===== src/rtl/bram_1wr_nrd_clr.sv =====
// ---------------------------------------------------------------------------
// bram_1wr_nrd_clr
//
// Block RAM with one write port, NRD independent registered read ports, and
// a self-clearing sweep. After reset, or after a clear request, the INIT
// state walks a counter over every address and writes zero. It then enters
// RUN and raises ready.
//
// Parameters
//   AWIDTH  address width (depth = 2**AWIDTH)
//   DWIDTH  data word width
//   NRD     number of read ports (1..8)
//   BYPASS  1 = a same-address read in the write cycle returns write_data,
//           0 = that read returns the old contents
//
// Ports
//   clk         single clock, all logic on posedge
//   rst         asynchronous active-high reset
//   write_en    write strobe (ignored while INIT sweeps)
//   write_addr  write address
//   write_data  write word
//   read_en     per-port read strobe, bit i drives port i
//   read_addr   packed read addresses, port i at [i*AWIDTH +: AWIDTH]
//   read_data   packed registered read data, port i at [i*DWIDTH +: DWIDTH]
//   clear       in RUN, restart the zeroing sweep
//   ready       high while the array is initialised (state RUN)
// ---------------------------------------------------------------------------
module bram_1wr_nrd_clr #(
    parameter int AWIDTH = 5,
    parameter int DWIDTH = 32,
    parameter int NRD    = 2,
    parameter int BYPASS = 1
) (
    input  logic                  clk,
    input  logic                  rst,
    input  logic                  write_en,
    input  logic [AWIDTH-1:0]     write_addr,
    input  logic [DWIDTH-1:0]     write_data,
    input  logic [NRD-1:0]        read_en,
    input  logic [NRD*AWIDTH-1:0] read_addr,
    output logic [NRD*DWIDTH-1:0] read_data,
    input  logic                  clear,
    output logic                  ready
);

    localparam int  DEPTH     = 2 ** AWIDTH;
    localparam bit  BYPASS_EN = (BYPASS != 0);

    typedef enum logic {
        INIT = 1'b0,
        RUN  = 1'b1
    } state_t;

    state_t              state, state_next;
    logic [AWIDTH-1:0]   counter, counter_next;

    logic                mem_we;
    logic [AWIDTH-1:0]   mem_waddr;
    logic [DWIDTH-1:0]   mem_wdata;

    logic [DWIDTH-1:0]   mem [DEPTH];
    logic [DWIDTH-1:0]   rd_q [NRD];
    logic [NRD-1:0]      fwd_hit;

    // ------------------------------------------------------------------
    // State, sweep counter and ready registers
    // ------------------------------------------------------------------
    // NOTE: sequential state uses non-blocking (<=) so every register
    // samples pre-edge values and simulation matches the synthesised flops.
    always_ff @(posedge clk or posedge rst) begin
        if (rst) begin
            state   <= INIT;
            counter <= '0;
            ready   <= 1'b0;
        end else begin
            state   <= state_next;
            counter <= counter_next;
            ready   <= (state_next == RUN);
        end
    end

    // ------------------------------------------------------------------
    // Next-state logic and write-port steering
    // ------------------------------------------------------------------
    // NOTE: every output of this block gets a default before the case so no
    // path leaves a signal unassigned, which would infer a latch.
    always_comb begin
        state_next   = state;
        counter_next = counter;
        mem_we       = 1'b0;
        mem_waddr    = write_addr;
        mem_wdata    = write_data;

        case (state)
            INIT: begin
                // The sweep owns the write port. The counter wraps to zero on
                // its own after the last address.
                mem_we       = 1'b1;
                mem_waddr    = counter;
                mem_wdata    = '0;
                counter_next = counter + AWIDTH'(1);
                if (&counter) begin
                    state_next = RUN;
                end
            end
            RUN: begin
                // A write in the clear cycle still lands. The sweep then
                // overwrites it with zero.
                mem_we = write_en;
                if (clear) begin
                    state_next   = INIT;
                    counter_next = '0;
                end
            end
            default: begin
                state_next   = INIT;
                counter_next = '0;
            end
        endcase
    end

    // ------------------------------------------------------------------
    // Storage array
    // ------------------------------------------------------------------
    // NOTE: the array has no reset term, so synthesis can map it to block
    // RAM. The zeroing sweep provides the known contents instead. Writes are
    // held off during rst so a stalled sweep cannot touch the array.
    always_ff @(posedge clk) begin
        if (mem_we && !rst) begin
            mem[mem_waddr] <= mem_wdata;
        end
    end

    // ------------------------------------------------------------------
    // Read ports
    // ------------------------------------------------------------------
    // The forward condition depends only on the write port and the port's own
    // address. Ports that read the same address therefore always agree.
    for (genvar g = 0; g < NRD; g++) begin : g_fwd
        assign fwd_hit[g] = BYPASS_EN && write_en &&
                            (read_addr[g*AWIDTH +: AWIDTH] == write_addr);
        assign read_data[g*DWIDTH +: DWIDTH] = rd_q[g];
    end

    always_ff @(posedge clk or posedge rst) begin
        if (rst) begin
            for (int i = 0; i < NRD; i++) begin
                rd_q[i] <= '0;
            end
        end else begin
            for (int i = 0; i < NRD; i++) begin
                if (read_en[i]) begin
                    if (state == INIT) begin
                        rd_q[i] <= '0;
                    end else if (fwd_hit[i]) begin
                        rd_q[i] <= write_data;
                    end else begin
                        // The array read sees pre-edge contents, which gives
                        // read-old-data behaviour when forwarding is off.
                        rd_q[i] <= mem[read_addr[i*AWIDTH +: AWIDTH]];
                    end
                end
            end
        end
    end

endmodule


===== config.mk =====
export PLATFORM = sky130hd
export DESIGN_NAME = bram_1wr_nrd_clr
export DESIGN_NICKNAME = d
export VERILOG_FILES = /design/src/rtl/bram_1wr_nrd_clr.sv
export SDC_FILE = /design/constraint.sdc
export NUM_CORES = 1
export LEC_CHECK = 0
export CORE_MARGIN = 2
export CORE_UTILIZATION = 56
export DETAILED_ROUTE_END_ITERATION = 10
export GPL_TIMING_DRIVEN = 0
export PLACE_DENSITY = 0.78
export SLEW_MARGIN = 0
export SYNTH_ARGS = -nofsm -noshare
export SYNTH_HDL_FRONTEND = slang
export SYNTH_SLANG_ARGS = --single-unit

===== constraint.sdc =====
create_clock -name clk -period 3.29 [get_ports clk]
set_clock_uncertainty 0.15 [all_clocks]
set_input_delay 0.4935 -clock clk [delete_from_list [all_inputs] [get_ports clk]]
set_output_delay 0.4935 -clock clk [all_outputs]
set_load 0.1 [all_outputs]

==> impl_metrics.tcl <==
set metrics [dict create \
    setup.worst_path.end_class "flip-flop" \
    cts-buffers-inserted 109 \
    die_w_um 308 \
    drive_above_1_share 0.300 \
    route.antenna.remaining_nets 0 \
    postLayoutCellArea_mm2 0.0596 \
    placed_area_mm2 0.0552 \
    count_of_tritonroute_iterations_in_the_first_routing_pass 6 \
    final_period_minus_worst_setup_slack_ns 3.36 \
    ys_top_cells_by_count "1024 x sky130_fd_sc_hd__edfxtp_1, 415 x sky130_fd_sc_hd__mux4_2, 116 x sky130_fd_sc_hd__nand2_1" \
    grt_pass1_vias 33600 \
    yosysSeqAreaShare 0.628 \
    critical_path_peak_fanout 10 \
    netlist_area_mm2 0.0517 \
    fin_hold_viols 0 \
    vdd_ir_drop_max_mv 0.458 \
    finalWirelength_um 185000 \
    grt_remaining_overflow 0 \
    power_per_cell_area_mw_per_mm2 610 \
    dr_total_vias 34100 \
    layout_area_growth_over_synthesis_pct 15.3 \
    hold_path_class "in2async" \
    number_of_standard_cells_in_the_final_layout_excluding_fillers 4402 \
    core.rowCount 111 \
    synth_most_common_cell "sky130_fd_sc_hd__edfxtp_1" \
    clock_sink_count 1094 \
    tightestPinTransition_ns 1.37 \
    post_drt_via_cell_ratio 7.76 \
    gp_routability_congestion 1.04 \
    synth.top_cells.by_area "sky130_fd_sc_hd__edfxtp_1 59%, sky130_fd_sc_hd__mux4_2 18%, sky130_fd_sc_hd__dfrtp_1 3.4%" \
    p_leak_nw 19.7 \
    critPathKind "in2reg" \
    number_of_max_cap_violations 0 \
    tritoncts "done" \
    synth_top_area_share 0.594 \
    antenna_found_initial 9 \
    postSynth.topFlopCell "sky130_fd_sc_hd__edfxtp_1" \
    core_mm2 0.0917 \
    drt_iter0_drc 6642 \
    relSlewSlack 0.0887 \
    htree_levels 3 \
    synth_cells 2807 \
    dpl.cell_count 4134 \
    cp_data_required_time_ns 3.70 \
    violations "negative setup slack" \
    dieArea_mm2 0.0948 \
    ys_async_sr_fraction 0.0640 \
    yosys_cell_types 55 \
    max_freq_mhz 298 \
    cts_clk_pin_slew_worst_paths_ns 0.06 \
    die_y_um 308 \
    synthesis.nets 2862 \
    grt.total_usage 0.391 \
    worst_skew_pair.late_latency_ns 0.72 \
    report.final.slew_viol_count 0 \
    regToRegSetupSlack_ns 0.06 \
    io_pins 118 \
    yosysTopAreaCell "sky130_fd_sc_hd__edfxtp_1" \
    synth_warnings 0 \
    cts_root_buf "sky130_fd_sc_hd__clkbuf_16" \
    routedWlPerCell_um 42.0 \
    filler_cell_count 5990 \
    setup_viol 8 \
    setup_repair_after_global_routing_missed_its_margin "false" \
    place.port_buffers 110 \
    critical_path_arrival_ns 3.77 \
    initial_core_util 0.564 \
    final_clock_period_utilization_by_the_worst_path 1.02 \
    layout.nets 3174 \
    clockBufferDepth 3 \
    place.detailed.hpwl_um 125000 \
    worst_setup_path_start_kind "primary input" \
    edff_count_synth 1024 \
    ys_ff_latch 1094 \
    fin_ws_ns -0.0653 \
    run_status "finished, violations left" \
    drc 0 \
    first_pass_grt_wire_length_um 254000 \
    grt_start_max_net_pins 41 \
    syn_area_per_cell_um2 18.4 \
]
## layout by cell type (no fill, tap or decap), drive strengths merged, types with 6 or more instances in the layout
master and count:
nand2b 21, mux2i 74, nand2 117, a221oi 8
clkinv 47, o21ai 52, buf 210, inv 19
clkbuf 239, o211ai 32, dfrtp 70, mux2 66
nor4 6, a211oi 48, mux4 482, a21oi 79
o31ai 10, o22a 32, xnor2 8, a2111oi 22
nor2 98, and2 39, a22oi 48, or3 22
nor2b 70, clkinvlp 7, clkdlybuf4s50 109, nor3 35
bufinv 13, o22ai 6, a22o 8, edfxtp 1024
or4 32, a41oi 32
## per-stage QoR
step	hold slack (ns)	power (mW)	TNS (ns)	util	worst slack, ns
2_1_floorplan	0.345	20.7	-66.82	-	-0.378
3_3_place_gp	0.408	22.7	-1769.93	0.594	-3.48
3_5_place_dp	0.418	23.2	-522.99	0.603	-1.08
4_1_cts	0.263	36.0	-0.467	0.648	-0.0304
5_1_grt	0.293	36.9	0	0.651	0.00211
6_report	0.238	36.4	-0.262	0.651	-0.0653
## final cells by class
cell class | count | area, um2 | share of cell area
timing repair buffer | 194 | 2370 | 0.0398
sequential | 1094 | 32500 | 0.545
inverter | 20 | 78.8 | 0.00132
clock buffer | 138 | 2970 | 0.0498
clock inverter | 66 | 663 | 0.0111
buffer | 231 | 1480 | 0.0248
tap | 1186 | 1480 | 0.0249
antenna | 4 | 10.0 | 0.000168
multi-input combinational | 1469 | 18100 | 0.303
## repair_timing
item                                    4_1_cts  5_1_grt
pin swaps                                    19       14
hold endpoints to repair                      2        0
gates resized for setup                      34       30
hold buffers                                  1        0
buffers inserted                             27       25
cloned                                        6        1
endpoints found under the setup margin     1070      608
## logic make-up (layout without fill, tap and decap cells)
| kind of cell | after synthesis | count (layout) | synth area share |
|---|---|---|---|
| XOR/XNOR | 12 | 12 | 0.00203 |
| AND/OR/NAND/NOR | 442 | 449 | 0.0433 |
| adder cells (fa/ha/maj) | 2 | 2 | 0.000484 |
| AO/OA/AOI/OAI | 384 | 384 | 0.0530 |
| buffers and inverters | 251 | 649 | 0.0297 |
| other | 0 | 4 | 0 |
| flip-flops | 1094 | 1094 | 0.628 |
| multiplexers | 622 | 622 | 0.243 |
## registers in the layout, indices dropped and copies added (netlist names)
register and flops:
read_data 64, mem 1024, state 1, counter 5
## worst paths after layout
check | cells past startpoint | to | start
max in group asynchronous | 3 | read_data[2]$_DFFE_PP0P_ | rst
min in group clk | 3 | read_data[49]$_DFFE_PP0P_ | write_data[17]
worst max register to register | 6 | mem[16][29]$_DFFE_PP_ | state$_DFF_PP0_
worst min register to register | 1 | counter[0]$_DFFE_PP0P_ | counter[0]$_DFFE_PP0P_
worst min-delay path | 2 | read_data[47]$_DFFE_PP0P_ | rst
worst max-delay path | 9 | read_data[30]$_DFFE_PP0P_ | read_addr[2]
## metal layers
layer / share of wire / wire (um) / global-route usage / vias to the layer above
li1: - / - / - / 12500
met1: 0.31 / 58000 / 0.492 / 17200
met2: 0.45 / 82200 / 0.585 / 3594
met3: 0.17 / 31700 / 0.161 / 830
met4: 0.068 / 12600 / 0.203 / 16
met5: 0.00062 / 114 / 0 / -
## where the power goes
part,switching [mW],leakage (nW),internal [mW]
registers,0.549,10.5,16.5
clock network,5.46,1.78,7.39
logic,4.35,7.44,2.09
## critical path: stages
cell	delay, ns
sky130_fd_sc_hd__clkdlybuf4s50_1	0.68
sky130_fd_sc_hd__buf_4	0.30
sky130_fd_sc_hd__buf_4	0.22
sky130_fd_sc_hd__clkbuf_1	0.94
sky130_fd_sc_hd__mux4_2	0.46
sky130_fd_sc_hd__a22oi_1	0.26
sky130_fd_sc_hd__nand2_1	0.17
sky130_fd_sc_hd__nor3_1	0.17
sky130_fd_sc_hd__a211oi_1	0.07
Power figures use the tool's default switching activity.
